**src/rtl/snoop_width_packer_pkg.sv**
```systemverilog
`default_nettype none
// ============================================================================
//  Module   : snoop_width_packer_pkg
//  Purpose  : Constants and helper functions shared by the forwarder read-side
//             width adapter and the snooper write-side width packer.
//             No ports (package).
//  Revision : 1.0  initial release
// ============================================================================
package snoop_width_packer_pkg;

   // Ceiling log2; clog2(1) = 0.
   function automatic int clog2(input int value);
      int result;
      result = 0;
      for (int v = value - 1; v > 0; v = v >> 1) begin
         result = result + 1;
      end
      return result;
   endfunction

   // Narrow beats per wide memory word.
   function automatic int n_lanes(input int mem_width, input int sn_width);
      return mem_width / sn_width;
   endfunction

   function automatic int lane_idx_width(input int mem_width, input int sn_width);
      return clog2(n_lanes(mem_width, sn_width));
   endfunction

   function automatic int bytes_per_beat(input int sn_width);
      return sn_width / 8;
   endfunction

   // One extra bit so a completely full memory's byte count is representable.
   function automatic int plen_width(input int mem_width, input int mem_addr_width);
      return mem_addr_width + clog2(mem_width / 8) + 1;
   endfunction

   // Values for the default 64/32/9 configuration.
   localparam int DEF_MEM_WIDTH      = 64;
   localparam int DEF_SN_WIDTH       = 32;
   localparam int DEF_MEM_ADDR_WIDTH = 9;
   localparam int N_LANES            = n_lanes(DEF_MEM_WIDTH, DEF_SN_WIDTH);
   localparam int LANE_IDX_WIDTH     = lane_idx_width(DEF_MEM_WIDTH, DEF_SN_WIDTH);
   localparam int BYTES_PER_BEAT     = bytes_per_beat(DEF_SN_WIDTH);
   localparam int PLEN_WIDTH         = plen_width(DEF_MEM_WIDTH, DEF_MEM_ADDR_WIDTH);

   // Packet FSM encoding.
   typedef enum logic [1:0] {
      ST_IDLE  = 2'd0,
      ST_RECV  = 2'd1,
      ST_FLUSH = 2'd2,
      ST_DONE  = 2'd3
   } state_e;

endpackage : snoop_width_packer_pkg
`default_nettype wire

```
**src/rtl/snoop_width_packer_lane.sv**
```systemverilog
`default_nettype none
// ============================================================================
//  Module   : sn_lane_packer
//  Purpose  : Gathers narrow beats into a wide word, first beat in the most
//             significant lane, and presents a registered one-cycle word
//             strobe when the last lane fills or the packet ends.
//  Ports    : clk, rst (sync, active-low)
//             beat_acc  - a beat is accepted this cycle
//             beat_last - accepted beat closes the packet
//             beat_data - accepted beat payload
//             word_vld  - registered strobe: word_data holds a complete word
//             word_data - packed word, unfilled lanes zero
//  Revision : 1.0  initial release
// ============================================================================
module sn_lane_packer
   import snoop_width_packer_pkg::*;
#(
   parameter int MEM_WIDTH = 64,
   parameter int SN_WIDTH  = 32
) (
   input  logic                 clk,
   input  logic                 rst,
   input  logic                 beat_acc,
   input  logic                 beat_last,
   input  logic [SN_WIDTH-1:0]  beat_data,
   output logic                 word_vld,
   output logic [MEM_WIDTH-1:0] word_data
);

   localparam int N  = n_lanes(MEM_WIDTH, SN_WIDTH);
   localparam int LW = lane_idx_width(MEM_WIDTH, SN_WIDTH);

   logic [LW-1:0]        lane_q, lane_d;
   logic [MEM_WIDTH-1:0] acc_q, acc_d;
   logic                 word_vld_q, word_vld_d;
   logic [MEM_WIDTH-1:0] word_data_q, word_data_d;

   // Accumulator with the incoming beat dropped into the current lane.
   logic [MEM_WIDTH-1:0] merged;

   for (genvar i = 0; i < N; i++) begin : g_lane
      assign merged[MEM_WIDTH-1-i*SN_WIDTH -: SN_WIDTH] =
         (lane_q == LW'(i)) ? beat_data : acc_q[MEM_WIDTH-1-i*SN_WIDTH -: SN_WIDTH];
   end

   always_comb begin
      lane_d      = lane_q;
      acc_d       = acc_q;
      word_vld_d  = 1'b0;
      word_data_d = word_data_q;
      if (beat_acc) begin
         if ((lane_q == LW'(N - 1)) || beat_last) begin
            // Word complete: hand it out and restart from an all-zero
            // accumulator so a short final word has zero tail lanes.
            word_vld_d  = 1'b1;
            word_data_d = merged;
            acc_d       = '0;
            lane_d      = '0;
         end else begin
            acc_d  = merged;
            lane_d = lane_q + LW'(1);
         end
      end
   end

   always_ff @(posedge clk) begin
      if (!rst) begin
         lane_q      <= '0;
         acc_q       <= '0;
         word_vld_q  <= 1'b0;
         word_data_q <= '0;
      end else begin
         lane_q      <= lane_d;
         acc_q       <= acc_d;
         word_vld_q  <= word_vld_d;
         word_data_q <= word_data_d;
      end
   end

   assign word_vld  = word_vld_q;
   assign word_data = word_data_q;

endmodule : sn_lane_packer
`default_nettype wire

```
**src/rtl/snoop_width_packer.sv**
```systemverilog
`default_nettype none
// ============================================================================
//  Module   : snoop_width_packer
//  Purpose  : Packs a narrow snooped packet stream into wide packet-memory
//             words written at sequential addresses from 0, and reports the
//             packet byte length and truncation when the packet completes.
//  Ports    : clk, rst (sync, active-low)
//             buf_rdy     - packet buffer free, a packet may start
//             sn_data/sn_vld/sn_last/sn_rdy - narrow input stream
//             mem_addr/mem_wr_data/mem_wr_en - packet memory write port
//             pkt_done    - one-cycle pulse when the packet is committed
//             pkt_len     - byte count (saturating), valid with pkt_done
//             pkt_trunc   - packet overflowed memory, valid with pkt_done
//  Revision : 1.0  initial release
// ============================================================================
module snoop_width_packer
   import snoop_width_packer_pkg::*;
#(
   parameter  int MEM_WIDTH      = 64,
   parameter  int SN_WIDTH       = 32,
   parameter  int MEM_ADDR_WIDTH = 9,
   localparam int PLEN_WIDTH     = plen_width(MEM_WIDTH, MEM_ADDR_WIDTH)
) (
   input  logic                      clk,
   input  logic                      rst,
   input  logic                      buf_rdy,
   input  logic [SN_WIDTH-1:0]       sn_data,
   input  logic                      sn_vld,
   input  logic                      sn_last,
   output logic                      sn_rdy,
   output logic [MEM_ADDR_WIDTH-1:0] mem_addr,
   output logic [MEM_WIDTH-1:0]      mem_wr_data,
   output logic                      mem_wr_en,
   output logic                      pkt_done,
   output logic [PLEN_WIDTH-1:0]     pkt_len,
   output logic                      pkt_trunc
);

   localparam int BPB = bytes_per_beat(SN_WIDTH);

   state_e                    state_q, state_d;
   logic [MEM_ADDR_WIDTH-1:0] wr_cnt_q, wr_cnt_d;
   logic                      full_q, full_d;
   logic [PLEN_WIDTH-1:0]     len_q, len_d;
   logic                      trunc_q, trunc_d;

   logic                      beat_acc;
   logic                      start;
   logic                      word_vld;
   logic [MEM_WIDTH-1:0]      word_data;
   logic                      wr_fire;
   logic [PLEN_WIDTH:0]       len_sum;

   assign sn_rdy   = (state_q == ST_RECV);
   assign beat_acc = sn_vld & sn_rdy;
   assign start    = (state_q == ST_IDLE) & buf_rdy;

   sn_lane_packer #(
      .MEM_WIDTH (MEM_WIDTH),
      .SN_WIDTH  (SN_WIDTH)
   ) u_lane_packer (
      .clk       (clk),
      .rst       (rst),
      .beat_acc  (beat_acc),
      .beat_last (sn_last),
      .beat_data (sn_data),
      .word_vld  (word_vld),
      .word_data (word_data)
   );

   // Once memory is full, completed words are dropped instead of written.
   assign wr_fire = word_vld & ~full_q;

   always_comb begin
      state_d  = state_q;
      wr_cnt_d = wr_cnt_q;
      full_d   = full_q;
      len_d    = len_q;
      trunc_d  = trunc_q;
      len_sum  = {1'b0, len_q} + (PLEN_WIDTH + 1)'(BPB);

      case (state_q)
         ST_IDLE:  if (buf_rdy) state_d = ST_RECV;
         ST_RECV:  if (beat_acc && sn_last) state_d = ST_FLUSH;
         ST_FLUSH: state_d = ST_DONE;
         ST_DONE:  state_d = ST_IDLE;
         default:  state_d = ST_IDLE;
      endcase

      if (start) begin
         wr_cnt_d = '0;
         full_d   = 1'b0;
         len_d    = '0;
         trunc_d  = 1'b0;
      end else begin
         if (wr_fire) begin
            // Park on the last address rather than wrapping; the full flag
            // marks that every address has been used.
            if (wr_cnt_q == {MEM_ADDR_WIDTH{1'b1}}) begin
               full_d = 1'b1;
            end else begin
               wr_cnt_d = wr_cnt_q + MEM_ADDR_WIDTH'(1);
            end
         end
         // A word completing after memory filled means data was lost; an
         // exactly-full packet never produces such a word.
         if (word_vld && full_q) begin
            trunc_d = 1'b1;
         end
         if (beat_acc) begin
            len_d = len_sum[PLEN_WIDTH] ? {PLEN_WIDTH{1'b1}} : len_sum[PLEN_WIDTH-1:0];
         end
      end
   end

   always_ff @(posedge clk) begin
      if (!rst) begin
         state_q  <= ST_IDLE;
         wr_cnt_q <= '0;
         full_q   <= 1'b0;
         len_q    <= '0;
         trunc_q  <= 1'b0;
      end else begin
         state_q  <= state_d;
         wr_cnt_q <= wr_cnt_d;
         full_q   <= full_d;
         len_q    <= len_d;
         trunc_q  <= trunc_d;
      end
   end

   assign mem_addr    = wr_cnt_q;
   assign mem_wr_data = word_data;
   assign mem_wr_en   = wr_fire;
   assign pkt_done    = (state_q == ST_DONE);
   assign pkt_len     = len_q;
   assign pkt_trunc   = trunc_q;

endmodule : snoop_width_packer
`default_nettype wire
```
**config.mk**
```make
export PLATFORM = sky130hd
export DESIGN_NAME = snoop_width_packer
export DESIGN_NICKNAME = d
export VERILOG_FILES = /design/src/rtl/snoop_width_packer_pkg.sv /design/src/rtl/snoop_width_packer_lane.sv /design/src/rtl/snoop_width_packer.sv
export SDC_FILE = /design/constraint.sdc
export NUM_CORES = 1
export LEC_CHECK = 0
export BUFFER_PORTS_ARGS = -buffer_cell sky130_fd_sc_hd__clkbuf_2
export CELL_PAD_IN_SITES_DETAIL_PLACEMENT = 1
export CELL_PAD_IN_SITES_GLOBAL_PLACEMENT = 1
export CORE_MARGIN = 4
export CORE_UTILIZATION = 45
export CTS_CLUSTER_SIZE = 40
export DETAILED_ROUTE_END_ITERATION = 12
export PLACE_DENSITY_LB_ADDON = 0.1
export SLEW_MARGIN = 25
export SYNTH_ARGS = -nofsm -noshare
export SYNTH_HDL_FRONTEND = slang
export SYNTH_SLANG_ARGS = --single-unit
```
**constraint.sdc**
```tcl
create_clock -name clk -period 4.75 [get_ports clk]
set_input_delay 0.2375 -clock clk [delete_from_list [all_inputs] [get_ports clk]]
set_output_delay 0.2375 -clock clk [all_outputs]
set_load 0.05 [all_outputs]
```
### Yosys cells after proc, flatten, opt, wreduce, memory -nomap -nowiden

Cells that the tools add are included.

| cells by class | value |
|---|---|
| $add $sub $neg | 3 |
| equality and inequality tests | 6 |
| multiplexer cells | 9 |
| bitwise operators | 6 |
| reduce and logical (&&, ||, !) cells | 10 |

Operators with widths:

| operator | number |
|---|---|
| 2-to-1 mux 32 bit | 2 |
| 2-to-1 mux 64 bit | 1 |
| adder 13 x 3 -> 14 bit, second input constant | 1 |
| 2-to-1 mux 13 bit | 1 |
| AND reduction 2 bit | 5 |
| adder 9 x 1 -> 9 bit, second input constant | 1 |
| == test 9 bit, second input constant | 1 |
| one-hot mux 2 bit (4 select lines) | 1 |
| == test 2 bit, second input constant | 2 |
| 2-to-1 mux 2 bit | 2 |
| AND 1 bit | 3 |
| inverter 1 bit | 3 |
| == test 2 x 1 -> 1 bit, second input constant | 1 |
| logical AND 1 bit | 2 |
| logical NOT 2 bit | 1 |
| 2-to-1 mux 1 bit | 2 |
| inequality test 2 x 1 -> 1 bit, second input constant | 1 |
| inequality test 2 bit, second input constant | 1 |
| OR reduction 2 bit | 1 |
| adder 1 bit, second input constant | 1 |
| logical OR 1 bit | 1 |

| storage, ports and cells | value |
|---|---|
| register bits | 156 |
| bits of input ports | 37 |
| output and inout bits | 90 |
| word-level logic and storage cells | 43 |

### Depth between registers and ports, before layout

| depth | value |
|---|---|
| depth after elaboration | 5 |
| depth in mapped cells | 10 |
| depth with buffers taken out | 7 |

### Cells and area by module

A second synthesis with hierarchy kept.

| unflattened totals | value |
|---|---|
| cells, all modules | 564 |
| area total of the unflattened synthesis | 5874.4 sq um |

Modules (own cells, without submodules):

| module | times used | cells each | area an instance (sq um) | seq. area each (sq um) |
|---|---|---|---|---|
| sn_lane_packer | 1 | 437 | 4675.7 | 2602.5 |
| snoop_width_packer | 1 | 127 | 1198.6 | 500.5 |

### Worst setup path before layout

No wires, ideal clock.

| timing | value |
|---|---|
| path type | register -> register |
| from | register wr_cnt_q[0] (netlist: mem_addr[0]) |
| to | register wr_cnt_q[5] (netlist: mem_addr[5]) |
| library setup time | 0.071 ns |
| data arrival time | 2.078 ns |
| required time | 4.679 ns |
| path slack | 2.601 ns |
| stages on the path, launching flop included | 8 |
| path buffers | 0 |
| clock period less this slack | 2.149 ns |
| cells stage by stage | dfxtp_1 ha_1 nand3_1 nor2_1 ha_1 or3b_4 or4_1 a21oi_1 |

| on the way | value |
|---|---|
| longest elaborated chain between the ends | 3 |
| elaborated cells on any way between the ends | 4 |
| those cells by class | add/sub (1); eq/ne (1); bitwise (1); reduce/logical (1) |

RTL lines:

| item | line | source |
|---|---|---|
| start: declaration | snoop_width_packer.sv:42 | `logic [MEM_ADDR_WIDTH-1:0] wr_cnt_q, wr_cnt_d;` |
| start signal: assignment | snoop_width_packer.sv:125 | `wr_cnt_q <= wr_cnt_d;` |
| branches (longest 3 deep; another with adder 9 x 1 -> 9 bit) | -- |  |

Parallel ways; which one is timed is not known.
A chain may end at the register's enable or synchronous reset.

### Worst setup path after layout

| timing | value |
|---|---|
| from | register state_q[1] |
| to | register u_lane_packer.word_data_q[31] (netlist: u_lane_packer.word_data[31]) |

| on the way | value |
|---|---|
| longest elaborated chain between the ends | 3 |

RTL lines:

| item | line | source |
|---|---|---|
| start: declaration | snoop_width_packer.sv:41 | `state_e state_q, state_d;` |
| start signal: assignment | snoop_width_packer.sv:124 | `state_q <= state_d;` |
| == test 2 x 1 -> 1 bit | snoop_width_packer.sv:54 | `assign sn_rdy = (state_q == ST_RECV);` |
| AND 1 bit | snoop_width_packer.sv:55 | `assign beat_acc = sn_vld & sn_rdy;` |
| AND reduction 2 bit (no line) | -- |  |
| end signal: assignment | snoop_width_packer_lane.sv:76 | `word_data_q <= word_data_d;` |
| end: declaration | snoop_width_packer_lane.sv:36 | `logic [MEM_WIDTH-1:0] word_data_q, word_data_d;` |

Every way passes these cells.

==> impl_results.md <==
- Maximum clock rate: between 300 and 400 MHz
- Synth area leader: dfxtp_1
- Adder-cell area share of the yosys netlist: 0.0170
- Largest family of logic cells by synthesized area: compound AO/OA/AOI/OAI gates
- Clk sink count: roughly 160
- Filler instances: 1421
- CP Launch Type: register
- Fin nets: 696
- First-pass GRT wire length: roughly 24000 um
- Clock buffer count from CTS: 17
- Post-Place Cells: between 800 and 900
- Die ar.: 0.0150 mm2
- # hold bufs at CTS: 0
- DP Wirelength: between 9000 and 10000 um
- Reg2Reg Setup Slack: just over 2 ns
- Sequential share of the synthesized area: 0.527
- Routed WL per cell: approximately 18 um
- PostCTS Resize Cnt: 0
- First DRT Iteration DRCs: ~260
- Largest cells by area after synthesis: dfxtp_1 53%, mux2i_1 11%, o2bb2ai_1 9.5%
- Routed WL: 15100 um
- Worst hold start: sn_data[16]
- Worst-margin pin slew: around 0.9 ns
- Xor/xnor share of the synthesized area: 0.00446
- Yosys top cell area share: 0.527
- Pint: about 2.5 mW
- Yosys warning total: 0
- Final Slew Violations: 0
- Clk_skew: about 0.006 ns
- Hold-critical path depth: 3
- Num ports: around 130
- Mean Syn Cell Area: 10.8 um2
- Die X: 122 um
- Final GP Congestion: approximately 0.83
- FP Rows: 41
- Core footprint: approximately 0.013 mm2
- Max IR drop VDD: about 0.0003 V
- Psw: 1.02 mW
- Clock root cell: clkbuf_16
- Initial Util: 0.463
- Max-cap check violation count: 0
- Mux contribution to synthesized area: 0.114
- Fin crit share: 0.567
- Critical path required time: 5.09 ns
- Clock share of power: 0.413
- Most common cell in the netlist: dfxtp_1
- Synth Net Count: approximately 590
- Clock Path Buffers: 2
- RSZ-0062 raised after global routing: false
- Slew headroom: 0.415
- Global Route Usage Sum: 0.202
- Crit. End Element: register
- Layout area overhead: 22.3%
- Crit path kind: register to register
- Antenna Nets Post-Route: 0
- GRT overflow: 0
- Worst Hold Class: primary input to register
- Fin. Hold Viols: 0
- Die Ht: 122 um
- Simple-Gate Fraction of Synth Area: 0.112
- Outcome: completed
- Vias/cell: about 5.6
- Post-CTS setup buffers: 0
- Pwr/cell area: just under 500 mW/mm2
- WHS Endpoint: u_lane_packer.acc_q[48]$_SDFFE_PN0N_
- FF-to-FF End: u_lane_packer.word_data[31]$_SDFFE_PN0P_
- Max Fanout on Critical Path: 38
- Start of the worst register-to-register path: state_q[1]$_SDFFE_PN0P_
- Largest net degree at the start of global routing: between 60 and 70
- Reg power frac: 0.397
- Seq cells post-synth: ~160
- FFs w/ async S/R, synth: 0
- Worst Path Arrival: a little over 3 ns
- Logic pwr share: 0.189
- CTS tree: built
- Tmin final: between 2 and 3 ns
- # diodes: 0
- Setup violations, final: 0
- Cell Count, Final, Fillers Out: between 800 and 900
- Static leakage: approximately 2.8 nW
- Number of synthesized flops with an enable pin: 0
- Pre-antenna DRT Iters: 4
- Post-Synthesis Cell Area: between 0.005 and 0.006 mm2
- Initial antenna violation count: 0
- Vias in the first global route: 4729
- Prevailing post-synth register cell: dfxtp_1
- H-tree lvl count: 4
- Compound-cell area share of the yosys netlist: 0.178
- Footprint of the multi-input gates: between 0.002 and 0.003 mm2
- Worst-path clk slew: 0.06 ns
- Commonest cells in the netlist: 155 x dfxtp_1, 67 x mux2i_1, 64 x o2bb2ai_1, 40 x nor2_1, 34 x and2_1
- DRC: 0
- Layout cell share with drive strength beyond 1: 0.258
- Worst-skew pair later-pin latency: 0.41 ns
- Final TNS setup: 0 ns
- Gate Count Post-Synth: approximately 540
- Via Count: 4640
- Sequential cell area: just over 0.003 mm2
- I/O Buffers: roughly 130
- Worst reg-to-reg path cell count: 7
- Sw Ratio: 0.288
- Yosys cell types: between 40 and 50
## placed cells by master (no fill, tap or decap), types with 2 or more instances in the layout
master	instances
nor2b_1	3
a21oi_1	15
buf_4	5
bufinv_16	5
a31oi_1	7
clkinv_2	2
nor3_1	3
or4_1	5
nor2_1	40
nand3_1	10
ha_1	8
xor2_1	3
inv_1	8
o21ai_0	7
clkinv_4	3
clkbuf_16	17
a211oi_1	2
and2_1	34
nand4_1	3
a22oi_1	32
dfxtp_1	154
clkbuf_2	126
nand2_1	7
clkbuf_8	2
o31ai_1	5
mux2i_1	67
o2bb2ai_1	64
or3_1	7
## worst max-delay path, cell delays in order (launching register included)
cell and delay, ns:
dfxtp_1 0.33, inv_1 0.10, ha_1 0.37, nand2_1 0.10, buf_4 0.29, or3_2 0.81, buf_4 0.38, o2bb2ai_1 0.20
## cell type report
type / count / share of cell area
Clock buffer: 19 / 0.0628
Clock inverter: 11 / 0.0269
Inverter: 9 / 0.00469
Multi-Input combinational cell: 336 / 0.350
Sequential cell: 155 / 0.431
Tap cell: 172 / 0.0299
Timing Repair Buffer: 132 / 0.0943
## sequential cells by signal, summed over array words and instances, names as in the netlist
name and flops:
u_lane_packer.word_vld 1, u_lane_packer.word_data 64, full_q 1, u_lane_packer.lane_q 1, state_q 2, pkt_len 12
mem_addr 9, pkt_trunc 1, u_lane_packer.acc_q 64
## cell families after synthesis
| kind of cell | count (synthesis) |
|---|---|
| flip-flops | 155 |
| AO/OA/AOI/OAI | 137 |
| AND/OR/NAND/NOR | 121 |
| multiplexers | 67 |
| buffers and inverters | 52 |
| adder cells (fa/ha/maj) | 8 |
| XOR/XNOR | 3 |
## routing by layer
metal | part of all wire | GRT usage | wire [um] | up-vias
met4 | 0.014 | 0.0651 | 204 | 0
met5 | 0 | 0 | 0 | -
li1 | - | - | - | 2208
met3 | 0.042 | 0.0479 | 638 | 14
met2 | 0.49 | 0.347 | 7340 | 104
met1 | 0.46 | 0.251 | 6890 | 2314
## power by group through the flow
stage               combinational [mW]  clock, mW  sequential (mW)
finish                           0.674       1.47             1.41
global route                     0.726       1.56             1.42
CTS                              0.681       1.50             1.41
detailed placement               0.676          0             1.44
global placement                 0.658          0             1.44
floorplan                        0.421          0             1.54
## per-stage QoR
step / area, um2 / setup WS (ns) / power (mW) / util / hold WS [ns]
floorplan: 5890 / 2.60 / 1.96 / - / 0.386
global placement: 6560 / 2.16 / 2.09 / 0.515 / 0.441
global route: 7210 / 1.83 / 3.70 / 0.566 / 0.128
finish: 7210 / 2.06 / 3.56 / 0.566 / 0.118
CTS: 7210 / 2.04 / 3.59 / 0.566 / 0.101
detailed placement: 6560 / 2.05 / 2.12 / 0.516 / 0.443
## how the worst max path moves through the flow
stage,start,endpoint,slack [ns]
2_1_floorplan,mem_addr[0]$_SDFFE_PP0P_,mem_addr[5]$_SDFFE_PP0P_,2.60
3_3_place_gp,state_q[1]$_SDFFE_PN0P_,u_lane_packer.word_data[1]$_SDFFE_PN0P_,2.16
3_5_place_dp,state_q[1]$_SDFFE_PN0P_,u_lane_packer.word_data[11]$_SDFFE_PN0P_,2.05
4_1_cts,state_q[1]$_SDFFE_PN0P_,u_lane_packer.word_data[15]$_SDFFE_PN0P_,2.04
5_1_grt,state_q[1]$_SDFFE_PN0P_,u_lane_packer.word_data[3]$_SDFFE_PN0P_,1.83
6_report,state_q[1]$_SDFFE_PN0P_,u_lane_packer.word_data[31]$_SDFFE_PN0P_,2.06
(Power assumes the default switching activity.)
